==> config.mk <==
export PLATFORM = sky130hd
export DESIGN_NAME = snake_cmd_ctrl_flat
export DESIGN_NICKNAME = d
export VERILOG_FILES = /design/src/rtl/snake_pkg.sv /design/src/rtl/snake_cmd_ctrl_if.sv /design/src/rtl/snake_cmd_ctrl_cmd_fifo.sv /design/src/rtl/snake_cmd_ctrl.sv /design/src/flat_wrapper.sv
export SDC_FILE = /design/constraint.sdc
export NUM_CORES = 1
export LEC_CHECK = 0
export ABC_CLOCK_PERIOD_IN_PS = 3700
export CAP_MARGIN = 20
export CORE_MARGIN = 5
export CORE_UTILIZATION = 50
export CTS_CLUSTER_DIAMETER = 50
export DETAILED_ROUTE_END_ITERATION = 8
export PLACE_DENSITY = 0.7
export SETUP_SLACK_MARGIN = 0.4
export SLEW_MARGIN = 20
export SYNTH_ARGS = -nofsm -noshare
export SYNTH_HDL_FRONTEND = slang
export SYNTH_SLANG_ARGS = --single-unit
==> constraint.sdc <==
create_clock -name clk -period 3.7 [get_ports clk]
set_clock_uncertainty 0.05 [all_clocks]
set_input_delay 0.74 -clock clk [delete_from_list [all_inputs] [get_ports clk]]
set_output_delay 0.74 -clock clk [all_outputs]
set_load 0.1 [all_outputs]
==> src/rtl/snake_pkg.sv <==
// Shared definitions for the snake command controller and the snake game core.
// Holds the direction encoding, the ASCII command bytes, the controller state
// type and a small case-folding helper used by the byte decoder.
package snake_pkg;

  localparam logic [1:0] DIR_UP    = 2'b00;
  localparam logic [1:0] DIR_RIGHT = 2'b01;
  localparam logic [1:0] DIR_DOWN  = 2'b10;
  localparam logic [1:0] DIR_LEFT  = 2'b11;

  // Lower-case forms; the decoder folds upper-case letters before comparing.
  localparam logic [7:0] CMD_UP      = 8'h77; // 'w'
  localparam logic [7:0] CMD_RIGHT   = 8'h64; // 'd'
  localparam logic [7:0] CMD_DOWN    = 8'h73; // 's'
  localparam logic [7:0] CMD_LEFT    = 8'h61; // 'a'
  localparam logic [7:0] CMD_PAUSE   = 8'h70; // 'p'
  localparam logic [7:0] CMD_RESTART = 8'h72; // 'r'
  localparam logic [7:0] CMD_FASTER  = 8'h2B; // '+'
  localparam logic [7:0] CMD_SLOWER  = 8'h2D; // '-'

  typedef enum logic [1:0] {
    ST_IDLE,
    ST_RUN,
    ST_PAUSE
  } state_t;

  function automatic logic [7:0] to_lower(input logic [7:0] c);
    return ((c >= 8'h41) && (c <= 8'h5A)) ? (c | 8'h20) : c;
  endfunction

endpackage

==> src/rtl/snake_cmd_ctrl_if.sv <==
// Bundle between the UART receiver / game core and the command controller.
//   rx_data, rx_wr : received byte and its one-cycle strobe (into controller)
//   dir, step, game_rst, paused, running, speed, fifo_level, overflow :
//                    game-side outputs of the controller
// slave  : controller side.   master : UART + game core side.
interface snake_cmd_ctrl_if #(
  parameter int unsigned DEPTH = 4
);
  logic [7:0]                   rx_data;
  logic                         rx_wr;
  logic [1:0]                   dir;
  logic                         step;
  logic                         game_rst;
  logic                         paused;
  logic                         running;
  logic [1:0]                   speed;
  logic [$clog2(DEPTH+1)-1:0]   fifo_level;
  logic                         overflow;

  modport slave (
    input  rx_data, rx_wr,
    output dir, step, game_rst, paused, running, speed, fifo_level, overflow
  );

  modport master (
    output rx_data, rx_wr,
    input  dir, step, game_rst, paused, running, speed, fifo_level, overflow
  );
endinterface

==> src/rtl/snake_cmd_ctrl_cmd_fifo.sv <==
// cmd_fifo: synchronous DEPTH x 2-bit FIFO for queued direction commands.
//   push/din  : write one entry (accepted when not full, or when popping too)
//   pop/dout  : read one entry; dout is first-word-fall-through
//   flush     : empty the FIFO (wins over push/pop)
//   empty/full/level : occupancy, derived from the registered level count
module cmd_fifo #(
  parameter  int unsigned DEPTH = 4,
  localparam int unsigned AW    = (DEPTH > 1) ? $clog2(DEPTH) : 1,
  localparam int unsigned LW    = $clog2(DEPTH + 1)
) (
  input  logic          clk,
  input  logic          rst,
  input  logic          push,
  input  logic          pop,
  input  logic          flush,
  input  logic [1:0]    din,
  output logic [1:0]    dout,
  output logic          empty,
  output logic          full,
  output logic [LW-1:0] level
);

  logic [1:0]    mem [DEPTH];
  logic [AW-1:0] wr_ptr;
  logic [AW-1:0] rd_ptr;
  logic          do_push;
  logic          do_pop;

  assign empty   = (level == '0);
  assign full    = (level == LW'(DEPTH));
  // A push into a full FIFO still succeeds when an entry leaves in the same cycle.
  assign do_push = push && !flush && (!full || pop);
  assign do_pop  = pop && !flush && !empty;
  assign dout    = mem[rd_ptr];

  always_ff @(posedge clk) begin
    if (do_push) begin
      mem[wr_ptr] <= din;
    end
  end

  always_ff @(posedge clk) begin
    if (rst || flush) begin
      wr_ptr <= '0;
      rd_ptr <= '0;
      level  <= '0;
    end else begin
      if (do_push) begin
        wr_ptr <= wr_ptr + AW'(1);
      end
      if (do_pop) begin
        rd_ptr <= rd_ptr + AW'(1);
      end
      level <= level + LW'(do_push) - LW'(do_pop);
    end
  end

endmodule

==> src/rtl/snake_cmd_ctrl.sv <==
// snake_cmd_ctrl: decodes UART bytes into snake game commands, queues direction
// keys, generates the game tick and releases at most one direction per tick.
//   clk, rst : system clock, synchronous active-high reset
//   bus      : rx_data/rx_wr in; dir, step, game_rst, paused, running, speed,
//              fifo_level, overflow out (all registered)
module snake_cmd_ctrl
  import snake_pkg::*;
#(
  parameter int unsigned DEPTH     = 4,
  parameter int unsigned TICK_BASE = 1_250_000
) (
  input logic            clk,
  input logic            rst,
  snake_cmd_ctrl_if.slave bus
);

  localparam int unsigned CW = $clog2(TICK_BASE * 8);
  localparam int unsigned LW = $clog2(DEPTH + 1);

  // Last counter value per speed level: period is TICK_BASE << (3 - speed).
  localparam logic [CW-1:0] LAST0 = CW'(TICK_BASE * 8 - 1);
  localparam logic [CW-1:0] LAST1 = CW'(TICK_BASE * 4 - 1);
  localparam logic [CW-1:0] LAST2 = CW'(TICK_BASE * 2 - 1);
  localparam logic [CW-1:0] LAST3 = CW'(TICK_BASE - 1);

  state_t        state;
  logic [CW-1:0] cnt;
  logic [CW-1:0] tick_last;
  logic [1:0]    dir_q;
  logic [1:0]    speed_q;
  logic          step_q;
  logic          game_rst_q;
  logic          paused_q;
  logic          running_q;
  logic          overflow_q;

  logic [7:0]    cmd;
  logic          is_dir;
  logic [1:0]    cmd_dir;
  logic          is_pause;
  logic          is_restart;
  logic          is_faster;
  logic          is_slower;
  logic          faster_ok;
  logic          slower_ok;
  logic          tick;
  logic          push;
  logic          pop;

  logic [1:0]    fifo_dout;
  logic          fifo_empty;
  logic          fifo_full;
  logic [LW-1:0] fifo_level;

  assign cmd = to_lower(bus.rx_data);

  always_comb begin
    is_dir     = 1'b0;
    cmd_dir    = DIR_RIGHT;
    is_pause   = 1'b0;
    is_restart = 1'b0;
    is_faster  = 1'b0;
    is_slower  = 1'b0;
    if (bus.rx_wr) begin
      case (cmd)
        CMD_UP:      begin is_dir = 1'b1; cmd_dir = DIR_UP;    end
        CMD_RIGHT:   begin is_dir = 1'b1; cmd_dir = DIR_RIGHT; end
        CMD_DOWN:    begin is_dir = 1'b1; cmd_dir = DIR_DOWN;  end
        CMD_LEFT:    begin is_dir = 1'b1; cmd_dir = DIR_LEFT;  end
        CMD_PAUSE:   is_pause   = 1'b1;
        CMD_RESTART: is_restart = 1'b1;
        CMD_FASTER:  is_faster  = 1'b1;
        CMD_SLOWER:  is_slower  = 1'b1;
        default:     ;
      endcase
    end
  end

  always_comb begin
    case (speed_q)
      2'd0:    tick_last = LAST0;
      2'd1:    tick_last = LAST1;
      2'd2:    tick_last = LAST2;
      default: tick_last = LAST3;
    endcase
  end

  assign tick      = (state == ST_RUN) && (cnt == tick_last);
  assign push      = is_dir && (state == ST_RUN);
  assign pop       = tick && !fifo_empty;
  assign faster_ok = is_faster && (state != ST_IDLE) && (speed_q != 2'd3);
  assign slower_ok = is_slower && (state != ST_IDLE) && (speed_q != 2'd0);

  cmd_fifo #(
    .DEPTH (DEPTH)
  ) u_fifo (
    .clk   (clk),
    .rst   (rst),
    .push  (push),
    .pop   (pop),
    .flush (is_restart),
    .din   (cmd_dir),
    .dout  (fifo_dout),
    .empty (fifo_empty),
    .full  (fifo_full),
    .level (fifo_level)
  );

  always_ff @(posedge clk) begin
    if (rst) begin
      state      <= ST_IDLE;
      cnt        <= '0;
      dir_q      <= DIR_RIGHT;
      speed_q    <= 2'd1;
      step_q     <= 1'b0;
      game_rst_q <= 1'b0;
      paused_q   <= 1'b0;
      running_q  <= 1'b0;
      overflow_q <= 1'b0;
    end else begin
      step_q     <= 1'b0;
      game_rst_q <= 1'b0;
      if (is_restart) begin
        state      <= ST_IDLE;
        cnt        <= '0;
        dir_q      <= DIR_RIGHT;
        game_rst_q <= 1'b1;
        paused_q   <= 1'b0;
        running_q  <= 1'b0;
      end else begin
        case (state)
          ST_IDLE: begin
            if (is_dir) begin
              state     <= ST_RUN;
              cnt       <= '0;
              dir_q     <= cmd_dir;
              running_q <= 1'b1;
            end
          end
          ST_RUN: begin
            if (tick) begin
              cnt    <= '0;
              step_q <= 1'b1;
              // A queued key opposite to the current heading is dropped.
              if (pop && (fifo_dout != (dir_q ^ 2'b10))) begin
                dir_q <= fifo_dout;
              end
            end else begin
              cnt <= cnt + CW'(1);
            end
            if (push && fifo_full && !pop) begin
              overflow_q <= 1'b1;
            end
            if (is_pause) begin
              state     <= ST_PAUSE;
              running_q <= 1'b0;
              paused_q  <= 1'b1;
            end
          end
          ST_PAUSE: begin
            if (is_pause) begin
              state     <= ST_RUN;
              running_q <= 1'b1;
              paused_q  <= 1'b0;
            end
          end
          default: state <= ST_IDLE;
        endcase
        // Placed after the state case so a speed change wins the counter update.
        if (faster_ok) begin
          speed_q <= speed_q + 2'd1;
          cnt     <= '0;
        end else if (slower_ok) begin
          speed_q <= speed_q - 2'd1;
          cnt     <= '0;
        end
      end
    end
  end

  assign bus.dir        = dir_q;
  assign bus.step       = step_q;
  assign bus.game_rst   = game_rst_q;
  assign bus.paused     = paused_q;
  assign bus.running    = running_q;
  assign bus.speed      = speed_q;
  assign bus.fifo_level = fifo_level;
  assign bus.overflow   = overflow_q;

endmodule

==> src/flat_wrapper.sv <==
// flat-port wrapper written by rule: the top's interface ports become plain ports
module snake_cmd_ctrl_flat import snake_pkg::*;
#(
  parameter int unsigned DEPTH     = 4,
  parameter int unsigned TICK_BASE = 1_250_000
)
  (clk, rst, bus_rx_data, bus_rx_wr, bus_dir, bus_step, bus_game_rst, bus_paused, bus_running, bus_speed, bus_fifo_level, bus_overflow);
  snake_cmd_ctrl_if #(.DEPTH(DEPTH)) bus_i ();
  input logic clk;
  input logic rst;
  input wire logic [$bits(bus_i.rx_data)-1:0] bus_rx_data;
  input wire logic [$bits(bus_i.rx_wr)-1:0] bus_rx_wr;
  output wire logic [$bits(bus_i.dir)-1:0] bus_dir;
  output wire logic [$bits(bus_i.step)-1:0] bus_step;
  output wire logic [$bits(bus_i.game_rst)-1:0] bus_game_rst;
  output wire logic [$bits(bus_i.paused)-1:0] bus_paused;
  output wire logic [$bits(bus_i.running)-1:0] bus_running;
  output wire logic [$bits(bus_i.speed)-1:0] bus_speed;
  output wire logic [$bits(bus_i.fifo_level)-1:0] bus_fifo_level;
  output wire logic [$bits(bus_i.overflow)-1:0] bus_overflow;
  assign bus_i.rx_data = bus_rx_data;
  assign bus_i.rx_wr = bus_rx_wr;
  assign bus_dir = bus_i.dir;
  assign bus_step = bus_i.step;
  assign bus_game_rst = bus_i.game_rst;
  assign bus_paused = bus_i.paused;
  assign bus_running = bus_i.running;
  assign bus_speed = bus_i.speed;
  assign bus_fifo_level = bus_i.fifo_level;
  assign bus_overflow = bus_i.overflow;
  snake_cmd_ctrl #(.DEPTH(DEPTH), .TICK_BASE(TICK_BASE)) u_core (.clk(clk), .rst(rst), .bus(bus_i));
endmodule
==> Word level (Yosys, flattened, before mapping) <==
Memories as Yosys holds them, arrays and structs flattened. A register that Yosys moved wholly into a read port is not among the register bits.
Cells that the tools add are included.
{ "word_totals": {"latchBits": 0, "ff_bits": 42, "mem_count": 1, "wordCells": 125, "rom_bits": 0, "in_bits": 11, "ram_bits": 8, "output_inout_bits": 12} }
{ "classes": {"n_addsub": 7, "shifts": 0, "bitwise": 3, "n_div": 0, "mul": 0, "magnitude_cmp": 2, "reduce_logical": 41, "n_mux": 38, "n_eq_ne": 21} }
{ "mem_list": {"columns": ["memory", "words", "width", "rd", "rd_clocked_by_memory_dff", "write_ports", "line_no", "source"], "rows": [
  ["u_core.u_fifo.mem", 4, 2, 1, 1, 1, "snake_cmd_ctrl_cmd_fifo.sv:23", "logic [1:0] mem [DEPTH];"]
]} }
{ "ops": {"columns": ["cell", "count"], "rows": [
  ["$pmux W24 S3", 1],
  ["$eq A8 B7 Y1 const B", 6],
  ["$mux W24", 2],
  ["$pmux W24 S2", 1],
  ["$add A24 B1 Y24 const B", 1],
  ["$eq A24 B24 Y1", 1],
  ["$mux W2", 11],
  ["$mux W1", 17],
  ["$eq A8 B6 Y1 const B", 2],
  ["$logic_and A1 B1 Y1", 15],
  ["$pmux W2 S3", 2],
  ["$reduce_bool A2 Y1", 5],
  ["$reduce_and A3 Y1", 3],
  ["$ge A8 B7 Y1 const B", 1],
  ["$le A8 B7 Y1 const B", 1],
  ["$ne A2 B1 Y1 const B", 4],
  ["$reduce_and A4 Y1", 2],
  ["$reduce_or A4 Y1", 2],
  ["$add A2 B1 Y2 const B", 3],
  ["$mux W6", 1],
  ["$eq A2 B1 Y1 const B", 2],
  ["$eq A2 B2 Y1 const B", 2],
  ["$logic_not A1 Y1", 4],
  ["$logic_not A2 Y1", 2],
  ["other kinds (16)", 21]
]} }

==> Depth between registers and ports, before layout <==
{ "logic_depth": {"depth_word": 12, "depth_mapped": 17, "ltp_nobuf": 16} }

==> Cells and area by module <==
Synthesis repeated with hierarchy kept, for this count alone.
{ "unflattened": {"cells_unflattened": 300, "area_unflattened_um2": 2915.3} }
{ "modules_own_cells": {"columns": ["module", "n_inst", "seq_area_each_um2", "cells_per_inst", "area_per_inst_um2"], "rows": [
  ["snake_cmd_ctrl", 1, 700.7, 238, 2125.8],
  ["cmd_fifo", 1, 420.4, 62, 789.5]
]} }

==> Worst setup path after synthesis <==
OpenSTA, ideal clock, no wires.
{ "synth_path": {"kind": "register -> register", "from": "register u_core.speed_q[0], in the netlist u_core.bus.speed[0]", "to": "register u_core.u_fifo.level[2]", "period_less_slack_ps": 4113, "setup_ps": 128, "n_path_buf": 1, "slack_ps": -413, "t_arrival_ps": 3935, "path_stages_with_launch": 18, "required_ps": 3522, "path_cell_list": "dfxtp_1 -> inv_1 -> ha_1 -> or3_1 -> a222oi_1 -> o211a_1 -> buf_6 -> a21boi_4 -> nor2_1 -> inv_1 -> ha_1 -> inv_1 -> ha_1 -> inv_1 -> fa_1 -> xor2_1 -> xnor2_1 -> nor2_1"} }
{ "synth_via": {"elab_chain_cells": 9, "elab_cells_between_ends": 13, "classes_between": "2 x add/sub; 3 x eq/ne; 1 x mux; 7 x reduce/logical"} }
{ "synth_lines": {"columns": ["element", "line_no", "source"], "rows": [
  ["start: declaration", "snake_cmd_ctrl.sv:30", "logic [1:0] speed_q;"],
  ["start signal: assignment", "snake_cmd_ctrl.sv:171", "speed_q <= speed_q + 2'd1;"],
  ["start signal: assignment", "snake_cmd_ctrl.sv:174", "speed_q <= speed_q - 2'd1;"],
  ["$eq A2 B2 Y1, or another cell as far along", "snake_cmd_ctrl.sv:80", "case (speed_q)"],
  ["$pmux W24 S3 (*)", "snake_cmd_ctrl.sv:80", null],
  ["$eq A24 B24 Y1 (*)", "snake_cmd_ctrl.sv:88", "assign tick = (state == ST_RUN) && (cnt == tick_last);"],
  ["$logic_and A1 B1 Y1 (*)", "snake_cmd_ctrl.sv:88", null],
  ["$logic_and A1 B1 Y1 (*)", "snake_cmd_ctrl.sv:90", "assign pop = tick && !fifo_empty;"],
  ["$logic_or A1 B1 Y1", "snake_cmd_ctrl_cmd_fifo.sv:32", "assign do_push = push && !flush && (!full || pop);"],
  ["$logic_and A1 B1 Y1", "snake_cmd_ctrl_cmd_fifo.sv:32", null],
  ["$add A3 B1 Y3", "snake_cmd_ctrl_cmd_fifo.sv:54", "level <= level + LW'(do_push) - LW'(do_pop);"],
  ["$sub A3 B1 Y3 (*)", "snake_cmd_ctrl_cmd_fifo.sv:54", null],
  ["end signal: assignment", "snake_cmd_ctrl_cmd_fifo.sv:54", null],
  ["end: declaration", "snake_cmd_ctrl_cmd_fifo.sv:20", "output logic [LW-1:0] level"]
]} }
Mark *: on every way between the ends. The rest lies on a longest branch, timed or not.
A chain may end at the register's enable or synchronous reset.

==> Worst setup path in the final report <==
Ends and elaborated chain as after synthesis.

==> flow_summary.json <==
{
  "final_nets": 371,
  "netlist.area_leader.share": 0.313,
  "slew_headroom": 0.336,
  "cpPeakStageDelay_ns": 0.41,
  "drive_above_1_share": 0.126,
  "placed_area_um2": 3200,
  "design_area_um2": 3330,
  "grt_pass1_vias": 2330,
  "cp-startpoint": "u_core.bus.speed[0]",
  "fp.dieArea_um2": 7240,
  "drt-initial-drc-count": 118,
  "synth_ff_type": "dfxtp_1",
  "cts_buffers": 5,
  "synthArstFlopShare": 0,
  "dp_hpwl_mm": 4.85,
  "p_per_area_nw_per_um2": 285,
  "ff2ff_path_depth": 16,
  "cts_tree": "built",
  "crit_arrival_ns": 3.39,
  "crit_type": "reg2reg",
  "synth_edf_count": 8,
  "fin_crit_ns": 3.26,
  "vias_per_cell": 5.68,
  "r2r_end": "u_core.u_fifo.level[2]",
  "vias": 2386,
  "synthTopCellsByArea": "dfxtp_1 31%, edfxtp_1 8.5%, nor2_1 5.9%",
  "chipWidth_um": 85.1,
  "cts_max_level": 2,
  "critPathCaptureType": "flip-flop",
  "grt_pass1_wl_mm": 11.0,
  "port_buffers": 22,
  "rows": 27,
  "rsz0062_at_grt": "true",
  "post-route-util": 0.606,
  "clk_pin_slew_ns": 0.09,
  "ir_drop_uv": 155,
  "clockBufferDepth": 2,
  "tightest_slew_ns": 0.993,
  "synth_area_um2": 2820,
  "p_leak_nw": 1.19,
  "drcViolationCount": 0,
  "die_y_um": 85.1,
  "crit_path_cell_trace": "inv_4, ha_4, or3_1, a222oi_1, o211a_1, a21boi_4, nor2_4, inv_1, ha_1, inv_1, ha_1, inv_1, fa_2, xor2_1, xnor2_1, nor2_1",
  "cap_violations": 0,
  "ys_seq_elements": 52,
  "area_growth_pct": 18.3,
  "syn_area_per_cell_um2": 9.03,
  "drt_wl_total_mm": 6.37,
  "synth-seq-area-share": 0.398,
  "fmax_mhz": 307,
  "clockRootBuffer": "clkbuf_8",
  "final_common_cell": "nor2_1",
  "r2r_slack_ns": 0.44,
  "slowest_stage": "dfxtp_4",
  "finalSetupViolCount": 0,
  "r2r-start": "u_core.bus.speed[0]",
  "synth_cell_types": 59,
  "synthCells": 312,
  "place.gp.congestion": 0.823,
  "slew_viol_final": 0,
  "post_drt_wl_per_cell_um": 15.2,
  "postRouteAntennaNets": 0,
  "yosys_warnings": 0,
  "grtUsageTotal": 0.187,
  "clock-sinks": 52,
  "outcome": "finished clean",
  "crit_path_end": "u_core.u_fifo.level[2]",
  "hp-class": "reg2reg",
  "totalNegativeSetupSlack_ns": 0,
  "io_pins": 23,
  "crit_top_cell": "inv_1",
  "grt_overflow": 0,
  "coreArea_um2": 5510,
  "syn_nets": 336,
  "min_period_over_period": 0.881,
  "clk_latency_ns": 0.31,
  "cts_hold_buf": 0,
  "synth.largest_area_cell": "dfxtp_1",
  "start_util": 0.512,
  "dr.pass1.iters": 4,
  "cp_max_fo": 5,
  "antenna_found_initial": 0,
  "start_kind": "flip-flop",
  "antenna_cells": 0,
  "grt_max_degree": 17,
  "critPathRequiredTime_ns": 3.83,
  "final_cell_mix": "43 x nor2_1, 42 x dfxtp_1, 22 x clkdlybuf4s50_1",
  "hold_viol": 0
}
-- Yosys cell counts, drive strengths merged, types with 3 or more instances --
| master | n |
|---|---|
| dfxtp | 44 |
| nor2b | 3 |
| o21ai | 10 |
| nand2b | 6 |
| clkbuf | 6 |
| nor4 | 8 |
| nand3 | 10 |
| nand2 | 16 |
| or3 | 7 |
| xor2 | 17 |
| and4 | 3 |
| nand4 | 15 |
| edfxtp | 8 |
| inv | 14 |
| and3 | 6 |
| xnor2 | 8 |
| nor3b | 3 |
| nor2 | 44 |
| nor3 | 8 |
| ha | 12 |
| and2 | 7 |
| a21oi | 17 |
-- report_power, final --
| group | switching, mW | internal, mW | leakage [nW] |
|---|---|---|---|
| Clock | 0.192 | 0.132 | 0.0479 |
| Sequential | 0.000976 | 0.571 | 0.438 |
| Combinational | 0.0306 | 0.0237 | 0.708 |
-- worst min-delay path by stage --
stage | cells after the start | to | startpoint
5_1_grt | 2 | u_core.bus.paused | u_core.bus.paused
3_3_place_gp | 2 | u_core.bus.paused | u_core.bus.paused
6_report | 2 | u_core.bus.paused | u_core.bus.paused
2_1_floorplan | 2 | u_core.cnt[1] | u_core.cnt[1]
4_1_cts | 2 | u_core.bus.paused | u_core.bus.paused
3_5_place_dp | 2 | u_core.bus.paused | u_core.bus.paused
-- layer usage --
layer	vias up	wire length, um	global-route usage
met3	11	261	0.0437
met1	1116	2770	0.231
met4	0	117	0.0576
met5	-	0	0
li1	1207	-	-
met2	52	3210	0.322
-- registers in the layout, indices dropped and copies added (netlist names), named ones only --
signal / cells
u_core.bus.running: 1
u_core.bus.game_rst: 1
u_core.bus.dir: 2
u_core.cnt: 24
u_core.u_fifo.level: 3
u_core.state: 2
u_core.u_fifo.rd_ptr: 2
u_core.u_fifo.wr_ptr: 2
u_core.bus.paused: 1
u_core.bus.step: 1
u_core.bus.overflow: 1
u_core.u_fifo.mem: 8
u_core.bus.speed: 2
-- per-stage QoR --
stage	worst slack, ns	power (mW)	instances	hold WS (ns)
3_5_place_dp	0.114	0.639	408	0.416
3_3_place_gp	0.172	0.638	408	0.414
5_1_grt	0.200	0.995	420	0.458
4_1_cts	0.402	0.959	418	0.432
2_1_floorplan	0.355	0.613	312	0.422
6_report	0.439	0.950	420	0.431
-- cell families (layout without fill, tap and decap cells) --
family | after synthesis | after routing | share of synthesized area
and+or+nand+nor | 148 | 148 | 0.286
DFF | 52 | 52 | 0.398
AOI/OAI and AO/OA | 48 | 48 | 0.121
xor gates and xnor gates | 25 | 25 | 0.0777
buffers and inverters | 22 | 58 | 0.0333
adders and majority gates | 13 | 13 | 0.0604
muxes | 4 | 4 | 0.0235
-- timing repair --
action,4_1_cts,5_1_grt
setup buffers,2,2
setup endpoints to repair,1,2
pin swaps,2,4
resized for setup,1,2
-- area by class of cell --
cell class                      instances  area, um^2
Fill cell                             508        2170
Multi-Input combinational cell        238        1650
Sequential cell                        52        1130
Timing Repair Buffer                   36         325
Tap cell                               72        90.1
Clock buffer                            5        68.8
Inverter                               14        57.6
Clock inverter                          3        18.8
-- critical path: cells and delay by family, from the launching register on --
family                   cells  cell delay (ns)
adder cells (fa/ha/maj)      4             0.89
AO/OA/AOI/OAI                3             0.81
AND/OR/NAND/NOR              3             0.48
flip-flops                   1             0.41
XOR/XNOR                     2             0.29
buffers and inverters        4             0.20
Power figures use the tool's default switching activity.
